### config.mk
export PLATFORM = sky130hd
export DESIGN_NAME = cache_refill_ctrl
export DESIGN_NICKNAME = d
export VERILOG_FILES = /design/src/rtl/cache_pkg.sv /design/src/rtl/cache_refill_ctrl.sv
export SDC_FILE = /design/constraint.sdc
export NUM_CORES = 1
export LEC_CHECK = 0
export CAP_MARGIN = 40
export CELL_PAD_IN_SITES_DETAIL_PLACEMENT = 1
export CELL_PAD_IN_SITES_GLOBAL_PLACEMENT = 1
export CORE_UTILIZATION = 32
export DETAILED_ROUTE_END_ITERATION = 10
export PLACE_DENSITY = 0.85
export SYNTH_ARGS = -nofsm -noshare
export SYNTH_HDL_FRONTEND = slang
export SYNTH_SLANG_ARGS = --single-unit
### constraint.sdc
create_clock -name clk -period 2.5 [get_ports clk]
set_clock_uncertainty 0.05 [all_clocks]
set_input_delay 0.375 -clock clk [delete_from_list [all_inputs] [get_ports clk]]
set_output_delay 0.375 -clock clk [all_outputs]
set_load 0.01 [all_outputs]
### src/rtl/cache_pkg.sv
// cache_pkg: shared geometry, line field offsets and refill engine state encoding.
package cache_pkg;
   localparam int INDEX_W   = 6;
   localparam int OFFSET_W  = 4;
   localparam int TAG_W     = 32 - INDEX_W - OFFSET_W;
   localparam int WORD_W    = 32;
   localparam int BEATS     = (2 ** OFFSET_W) * 8 / WORD_W;
   localparam int CNT_W     = $clog2(BEATS);
   localparam int LINE_W    = 1 + TAG_W + BEATS * WORD_W;
   localparam int VALID_BIT = LINE_W - 1;
   localparam int TAG_MSB   = LINE_W - 2;
   localparam int TAG_LSB   = BEATS * WORD_W;
   typedef enum logic [2:0] {IDLE, REQ, RECV, WRITE, INV} state_t;
endpackage

### src/rtl/cache_refill_ctrl.sv
// cache_refill_ctrl: burst-refills one cache line on a miss and sweeps the array on invalidate.
module cache_refill_ctrl
   import cache_pkg::*;
(
   input  logic                      clk,
   input  logic                      rst,
   input  logic                      miss_req,
   input  logic [31:0]               miss_addr,
   output logic                      miss_ready,
   input  logic                      inv_req,
   output logic                      mem_rd_req,
   output logic [31:0]               mem_rd_addr,
   input  logic                      mem_rd_ready,
   input  logic                      mem_rd_valid,
   input  logic [WORD_W-1:0]         mem_rd_data,
   input  logic                      mem_rd_last,
   output logic                      ram_we,
   output logic [INDEX_W-1:0]        ram_w_index,
   output logic [LINE_W-1:0]         ram_data_in,
   output logic                      refill_done,
   output logic [BEATS*WORD_W-1:0]   refill_line,
   output logic                      inv_done,
   output logic                      burst_err
);
   state_t state, state_nx;
   logic [TAG_W-1:0] tag;
   logic [INDEX_W-1:0] index, sweep_cnt;
   logic [CNT_W-1:0] beat_cnt;
   logic [BEATS*WORD_W-1:0] line;
   logic beat, last_beat, accept, unused;
   assign beat = state == RECV && mem_rd_valid;
   assign last_beat = beat_cnt == CNT_W'(BEATS - 1);
   assign accept = state == IDLE && !inv_req && miss_req;
   assign unused = ^miss_addr[OFFSET_W-1:0];
   always_ff @(posedge clk or negedge rst)
      if (!rst) state <= IDLE;
      else state <= state_nx;
   always_comb begin
      state_nx = state;
      case (state)
         IDLE:    state_nx = inv_req ? INV : miss_req ? REQ : IDLE;
         REQ:     state_nx = mem_rd_ready ? RECV : REQ;
         RECV:    state_nx = beat && last_beat ? WRITE : RECV;
         WRITE:   state_nx = IDLE;
         INV:     state_nx = sweep_cnt == '1 ? IDLE : INV;
         default: state_nx = IDLE;
      endcase
   end
   // The beat counter, not mem_rd_last, ends the burst; a misplaced last only flags burst_err.
   always_ff @(posedge clk or negedge rst)
      if (!rst) begin
         tag       <= '0;
         index     <= '0;
         beat_cnt  <= '0;
         sweep_cnt <= '0;
         line      <= '0;
         burst_err <= 1'b0;
      end else begin
         if (accept) begin
            tag   <= miss_addr[31 -: TAG_W];
            index <= miss_addr[OFFSET_W +: INDEX_W];
         end
         if (beat) begin
            line[beat_cnt*WORD_W +: WORD_W] <= mem_rd_data;
            beat_cnt <= beat_cnt + CNT_W'(1);
            if (last_beat != mem_rd_last) burst_err <= 1'b1;
         end
         if (state == INV) sweep_cnt <= sweep_cnt + INDEX_W'(1);
      end
   always_comb begin
      miss_ready  = state == IDLE;
      mem_rd_req  = state == REQ;
      mem_rd_addr = state == REQ ? {tag, index, OFFSET_W'(0)} : '0;
      ram_we      = state == WRITE || state == INV;
      ram_w_index = state == WRITE ? index : state == INV ? sweep_cnt : '0;
      ram_data_in = '0;
      if (state == WRITE) begin
         ram_data_in[VALID_BIT]         = 1'b1;
         ram_data_in[TAG_MSB:TAG_LSB]   = tag;
         ram_data_in[TAG_LSB-1:0]       = line;
      end
      refill_done = state == WRITE;
      refill_line = state == WRITE ? line : '0;
      inv_done    = state == INV && sweep_cnt == '1;
   end
endmodule

After elaboration in Yosys (flattened, before gate mapping)
Cells that the tools add are included.
- register bits: 168
- logic and storage cells: 40
- eq/ne operators: 7
- reduce and logical (&&, ||, !) cells: 9
- shift operators: 2
- $add $sub $neg: 3
- mux-type cells: 12
- operators by type and width (kind ; number):
    151-bit 2-to-1 mux ; 1
    128-bit bitwise mux ; 1
    128-bit 2-to-1 mux ; 1
    32-bit by 34-bit variable shift with 128-bit output, first input constant ; 1
    32-bit by 34-bit indexed part select with 128-bit output ; 1
    7-bit negation with 34-bit output ; 1
    32-bit 2-to-1 mux ; 1
    6-bit 2-to-1 mux ; 2
    3-bit one-hot mux with 4 select lines ; 1
    6-bit by 1-bit adder with 6-bit output, second input constant ; 1
    3-bit by 2-bit equality test with 1-bit output, second input constant ; 2
    6-bit equality test, second input constant ; 1
    3-bit 2-to-1 mux ; 2
    1-bit logical AND ; 5
    3-bit by 1-bit equality test with 1-bit output, second input constant ; 1
    3-bit equality test, second input constant ; 1
    3-bit zero test ; 1
    2-bit by 1-bit adder with 2-bit output, second input constant ; 1
    2-bit equality test, second input constant ; 1
    1-bit 2-to-1 mux ; 2
    2-bit 2-to-1 mux ; 1
    2-bit AND reduction ; 1
    1-bit zero test ; 1
    1-bit logical OR ; 1
    1-bit != test ; 1

Logic depth before layout (Yosys ltp)
- depth after elaboration: 5
- depth in mapped cells: 7
- depth with buffers taken out: 5

Least setup slack after synthesis
Ideal clock, no wire load.
- path type: register -> register
- from: register beat_cnt[0]
- to: register line[76]
- arrival: 1.745 ns
- setup time: 0.076 ns
- data required time: 2.374 ns
- path slack: 0.628 ns
- stages on the path, launching flop included: 7
- path buffers: 1
- path through: dfrtp_1 inv_1 ha_1 nor3b_1 clkbuf_1 nand4_1 o21ai_1
- longest elaborated chain between the ends: 3
- elaborated cells between the ends (all ways): 4
- ends and longest elaborated chain (item ; line ; RTL):
    start: declaration ; cache_refill_ctrl.sv:28 ; logic [CNT_W-1:0] beat_cnt;
    start signal: assignment ; cache_refill_ctrl.sv:65 ; beat_cnt <= beat_cnt + CNT_W'(1);
    7-bit negation with 34-bit output * ; cache_refill_ctrl.sv:64 ; line[beat_cnt*WORD_W +: WORD_W] <= mem_rd_data;
    32-bit by 34-bit indexed part select with 128-bit output or 32-bit by 34-bit variable shift with 128-bit output (tied branches) ; cache_refill_ctrl.sv:64 ;
    128-bit bitwise mux * ; cache_refill_ctrl.sv:64 ;
    end signal: indexed assignment ; cache_refill_ctrl.sv:64 ;
    end: declaration ; cache_refill_ctrl.sv:29 ; logic [BEATS*WORD_W-1:0] line;
Mark *: on every way between the ends. The rest lies on a longest branch, timed or not.
A chain may end at the register's enable or synchronous reset.

Worst setup path after layout
- from: register state[2]
- to: output refill_line[46]
- longest elaborated chain between the ends: 2
- ends and longest elaborated chain (item ; line ; RTL):
    start: declaration ; cache_refill_ctrl.sv:25 ; state_t state, state_nx;
    start signal: assignment ; cache_refill_ctrl.sv:37 ; else state <= state_nx;
    3-bit by 2-bit equality test with 1-bit output ; cache_refill_ctrl.sv:83 ; refill_line = state == WRITE ? line : '0;
    128-bit 2-to-1 mux ; cache_refill_ctrl.sv:83 ;
    end: declaration ; cache_refill_ctrl.sv:21 ; output logic [BEATS*WORD_W-1:0] refill_line,
No other way between the ends.

==> metrics.txt <==
drt wl/cell=about 22 um; Place WS=roughly 0.24 ns; DRT Pass-1 Iters=5; setup violators final=1; Overall Global Routing Usage=0.219; Final ANT Viol Nets=0; post-route worst setup slack=-0.0746 ns; Root Driver=clkbuf_16; Avg Cell Area, Syn=9.23 um2; Pint=0.00681 W; die width=between 150 and 200 um; Seq cells post-synth=approximately 170; final worst-path cycle share=1.03; Synth cell types=35; path depth of the worst reg2reg path=4; IO buf count=just under 400; pwr/cell area=a little under 800 nW/um2; failing checks=negative setup slack; initial antenna violation count=0; CP Buf/Inv Count=3; RR Endpoint=line[73]$_DFFE_PN0P_; Gate power share=0.327; CTS tree=built; Crit path depth=5; CTS buffer count=17; Net Sw Frac=0.380; drt total wl=around 36000 um; Top FF cell, synth=dfrtp_1; synthesis-to-finish area growth=47.8%; area of the die=30400 um2; CP endpoint kind=output port; CP peak stage delay=roughly 0.53 ns; GPL Wtd Cong=0.808; CP arrival=roughly 2.2 ns; critical path class=reg2out; Slowest cell on crit path=clkdlybuf4s50_1; cell types occupying the most area after synthesis=dfrtp_1, and2_1, buf_4; synth warn=0; fin cells=approximately 1700; leakage dissipation=10.5 nW; Filler Cells Inserted=approximately 3200; largest net degree at the start of global routing=80; Max IR drop VDD=approximately 400 uV; Seq pwr share=0.437; Reg-to-Reg Start=beat_cnt[0]$_DFFE_PN0P_; register area share after synthesis=0.443; FF/Latch Area=~4200 um2; share of flip-flops with an asynchronous set or reset=1.00; RSZ-0062 raised after global routing=yes; largest area contributor in the netlist=dfrtp_1; Syn Inst Count=~1000; Slew HR=0.590; Starting Density=0.328; GRT overflow=0; data required time of the worst path=2.08 ns; post-DP HPWL=24100 um; fmax=just under 400 MHz; # DRC=0; Die H=between 150 and 200 um; Post-synth EDFFs=0; 1st-iter DRT viols=just over 600; core area=slightly below 30000 um2; Tmin final=around 2.6 ns; # diodes=0; row count=between 60 and 70; Hold Path Class=in2async; clock latency at the later pin of the worst-skew pair=0.42 ns; Slew Viols, Final=0; number of max-cap violations=0; Final #Nets=around 1300; most used standard cell by instance count after synthesis=and2_1; first-pass GRT wire length=51400 um; status=finished, violations left; CTS clk-pin slew, worst paths=roughly 0.070 ns; CP max FO=15; CTS sink count=between 150 and 200; final hold viol count=0; layout cells sized above 1=0.0979; Vias=just over 8000; top cells by count, synth=and2_1, dfrtp_1, buf_4; startpoint type of the worst setup path=register; critical path cell sequence=and3b_4 > buf_6 > clkbuf_16 > and2_1 > clkdlybuf4s50_1; vias in the first global route=8738; sw power=0.00418 W; area of the multi-input gates=3430 um2; CP delay by family, top=buffers and inverters; # H-tree levels=4; top cell type's share of synthesized area=0.443; R2R setup slack=roughly 0.33 ns; Clock Tree Buf Depth=2; Cells after DPL=around 1600; mapped cell area=roughly 9500 um2; I/O pin total=394; Via density=5.01; Clock power frac=0.236; Worst-Margin Slew=between 0.6 and 0.7 ns
layer usage:
layer | wire, um | share of wire | track usage | up-vias
li1 | - | - | - | 3716
met1 | 14600 | 0.41 | 0.264 | 4210
met2 | 18500 | 0.51 | 0.397 | 367
met3 | 2460 | 0.068 | 0.0538 | 26
met4 | 444 | 0.012 | 0.0380 | 0
met5 | 0 | 0 | 0 | -
how the worst max path moves through the flow:
stage	from	endpoint	slack, ns
4_1_cts	state[2]$_DFF_PN0_	ram_data_in[48]	-0.19
6_report	state[2]$_DFF_PN0_	refill_line[46]	-0.07
3_3_place_gp	state[2]$_DFF_PN0_	ram_data_in[0]	0.27
3_5_place_dp	state[2]$_DFF_PN0_	refill_line[0]	0.24
2_1_floorplan	beat_cnt[0]$_DFFE_PN0P_	line[76]$_DFFE_PN0P_	0.63
5_1_grt	state[2]$_DFF_PN0_	refill_line[46]	-0.15
per-stage QoR:
step	hold slack [ns]	TNS [ns]	power [W]	utilization	area, um2
after floorplan	0.0294	0	0.00675	-	9510
after global placement	0.339	0	0.00820	0.440	12700
after detailed placement	0.337	0	0.00842	0.440	12700
after CTS	0.413	-26.45	0.0111	0.459	13300
after global routing	0.439	-0.206	0.0117	0.485	14000
final	0.410	-0.0746	0.0110	0.485	14000
cell families after synthesis:
logic type / count (synthesis) / synth area share
XOR/XNOR: 7 / 0.00646
multiplexers: 29 / 0.0380
other: 1 / 0.000395
buffers and inverters: 345 / 0.203
AND/OR/NAND/NOR: 333 / 0.224
AO/OA/AOI/OAI: 139 / 0.0766
flip-flops: 168 / 0.443
adder cells (fa/ha/maj): 7 / 0.00922
layout make-up:
class                   count  area share
clock inverters            14     0.00945
multi-input cells         519       0.244
inverters                 131      0.0350
flip-flops and latches    168       0.300
well taps                 384      0.0342
repair buffers            427       0.347
clock buffers              18      0.0306
sequential cells by signal, indices dropped and copies added (netlist names):
| name | cells |
|---|---|
| sweep_cnt | 6 |
| index | 6 |
| beat_cnt | 2 |
| burst_err | 1 |
| state | 3 |
| line | 128 |
| tag | 22 |
cells in the final DEF, fill, tap and decap left out, types with 9 or more instances in the layout:
| cell | instances |
|---|---|
| mux2_4 | 9 |
| buf_4 | 24 |
| inv_1 | 131 |
| nand4_1 | 130 |
| dlymetal6s2s_1 | 231 |
| buf_12 | 9 |
| clkdlybuf4s50_1 | 70 |
| mux2_2 | 20 |
| dlygate4sd2_1 | 76 |
| o21ai_1 | 74 |
| clkbuf_16 | 20 |
| dfrtp_1 | 168 |
| o21ai_0 | 55 |
| and2_1 | 174 |
power by group through the flow:
| stage | combinational (W) | clock (W) | sequential [W] |
|---|---|---|---|
| after floorplan | 0.00225 | 0 | 0.00450 |
| after global placement | 0.00345 | 0 | 0.00475 |
| after detailed placement | 0.00359 | 0 | 0.00483 |
| after CTS | 0.00363 | 0.00267 | 0.00479 |
| after global routing | 0.00398 | 0.00277 | 0.00497 |
| final | 0.00359 | 0.00260 | 0.00480 |
timing repair:
item | in CTS | in global routing
buffers inserted | 5 | 3
hold endpoints to repair | 52 | 0
hold buffers | 1 | 0
gates resized for setup | 91 | 253
gates cloned | 1 | 5
pin swaps | 1 | 0
setup endpoints to repair | 314 | 242
No activity file was read; power rests on OpenSTA's default activity.
==> patch (config.mk and constraints unchanged) <==
Set the package constant `INDEX_W` to 5 (it was 6).
--- a/src/rtl/cache_pkg.sv
+++ b/src/rtl/cache_pkg.sv
@@ -1,6 +1,6 @@
 // cache_pkg: shared geometry, line field offsets and refill engine state encoding.
 package cache_pkg;
-   localparam int INDEX_W   = 6;
+   localparam int INDEX_W   = 5;
    localparam int OFFSET_W  = 4;
    localparam int TAG_W     = 32 - INDEX_W - OFFSET_W;
    localparam int WORD_W    = 32;
Interface: changed (resized ram_data_in and ram_w_index); port bits go from 394 to 394. The function was not compared with the original's and may differ.
==> patch against the unedited design <==
  * The flow still finishes with violations (setup timing)
  * Cell area fell by 4.5%
  * Die area barely moved
  * Area after synthesis barely moved
  * Worst setup slack improved by 0.032 ns
  * Routed wire length fell by 5.2%
  * Sequential cell count fell by 1
  * First-iteration DRC count fell by 4.5%
  * Synthesized cell count fell by 0.39%
  * Total power rose by 0.58%
  * Non-clock buffer count rose by 6
  * Worst hold slack got worse by 0.079 ns
  * Via count fell by 1.7%
==> patch: results (changes against the unedited design) <==
- The run finished, with violations left.
* Violated checks: setup timing
* LEAKAGE: 0.00833 uW (-20%)
- The largest fanout of any net on the critical path is 25 (+10).
* Final-stage net count: 1345 (+0.22%)
- Met3 global-route usage: 5.23% (-0.15 points)
- Number of global-route vias before repair: 8693 (-0.51%)
- The final wirelength was 34100 um (-5.2%).
- Maximum number of pins on one net before global-route repair: 60 (-25%)
- Unique cell type count in the Yosys netlist: 33 (-5.7%)
- Met1 routing resource usage after global routing: 26.9% (+0.47 points)
* Vias: 8177 (-1.7%)
- By count the netlist is led by 181 x and2_1, 167 x dfrtp_1, 135 x buf_4, 132 x inv_1, 129 x nand4_1.
* Dpl hpwl: 23600 um (-1.9%)
* Met3 WL: 2190 um (-11%)
* Fraction of final layout cells with drive strength greater than 1: 15.3% (+5.5 points)
- The total routing resource utilization after global routing came to 22.0% (+0.085 points).
- Relative slew slack: 64.0% (+5.0 points)
- The overall power of the completed layout came to 11100 uW (+0.58%).
- The met2 track demand over resource in global routing is 39.0% (-0.70 points).
- Mean cell area of the mapped netlist: 9.26 um^2 (+0.31%)
* Reported sequential group power: 4760 uW (-0.8%)
- The number of placed cells counting well taps came to 1611 (-0.19%).
- Sum of routed wire segments on met1: 13700 um (-5.9%)
- The global-route wire length before repair was 52000 um (+1.1%).
- Largest registers: line x128, tag x23
- Post-Place Setup Slack: 0.172 ns (-0.0660 ns)
- Setup Viol. Count Final: 6 (+5)
- PnR worst setup slack: -0.0426 ns (+0.0320 ns)
- The signal arrival time at the worst endpoint was 2.12 ns (-0.03 ns).
- Detailed-routed wire length on met2: 17700 um (-4.4%)
* GPL Wtd Cong: 0.813 (+0.52%)
- The proportion of total power due to net switching was 36.8% (-1.2 points).
- Register area share after synthesis: 44.1% (-0.23 points)
## patch: worst paths after layout
check	slack, ns	cells after the start	startpoint	endpoint
min in group clk	0.45	1	sweep_cnt[3]	sweep_cnt[3]
max in group asynchronous	1.32	3	rst	state[0]
worst max-delay path	-0.04	6	state[0]	refill_line[58]
worst max register to register	0.44	6	beat_cnt[0]	line[57]
worst min register to register	0.45	1	sweep_cnt[3]	sweep_cnt[3]
worst min-delay path	0.33	2	rst	tag[16]
## patch: repair_timing
item,CTS,global route
endpoints found under the hold margin,22,0
buffers inserted,10,3
pin swaps,1,0
cloned,3,3
resized for setup,241,231
setup endpoints to repair,316,93
hold buffers,1,0
## patch: cells by family after synthesis
logic type,share of synthesized area [%]
AO/OA/AOI/OAI,7.57
XOR/XNOR,0.462
buffers and inverters,20.8
multiplexers,3.92
flip-flops,44.1
other,0.0395
adder cells (fa/ha/maj),1.06
AND/OR/NAND/NOR,22.1
## patch: final cells by class
class                   count  area [um^2]
flip-flops and latches    167         4180
inverters                 132          495
fillers                  3307        15500
clock inverters            13          158
clock buffers              19          433
well taps                 384          480
repair buffers            433         4220
diodes                      1         2.50
multi-input cells         515         3430
## patch: worst max-delay path: stages (launching register included)
cell and delay (ns):
dfrtp_2 0.46, and3b_4 0.21, buf_12 0.15, buf_4 0.14, bufbuf_16 0.28, and2_1 0.17
dlygate4sd2_1 0.28
## patch: through the flow
| step | instance area, um^2 | util (%) | hold slack, ns | TNS (ns) |
|---|---|---|---|---|
| after CTS | 13200 | 45.8 | 0.314 | -10.98 |
| after global routing | 13400 | 46.3 | 0.338 | -0.777 |
| after detailed placement | 12700 | 43.9 | 0.212 | 0 |
| after floorplan | 9500 | - | 0.0294 | 0 |
| after global placement | 12700 | 43.9 | 0.210 | 0 |
| final | 13400 | 46.3 | 0.331 | -0.210 |
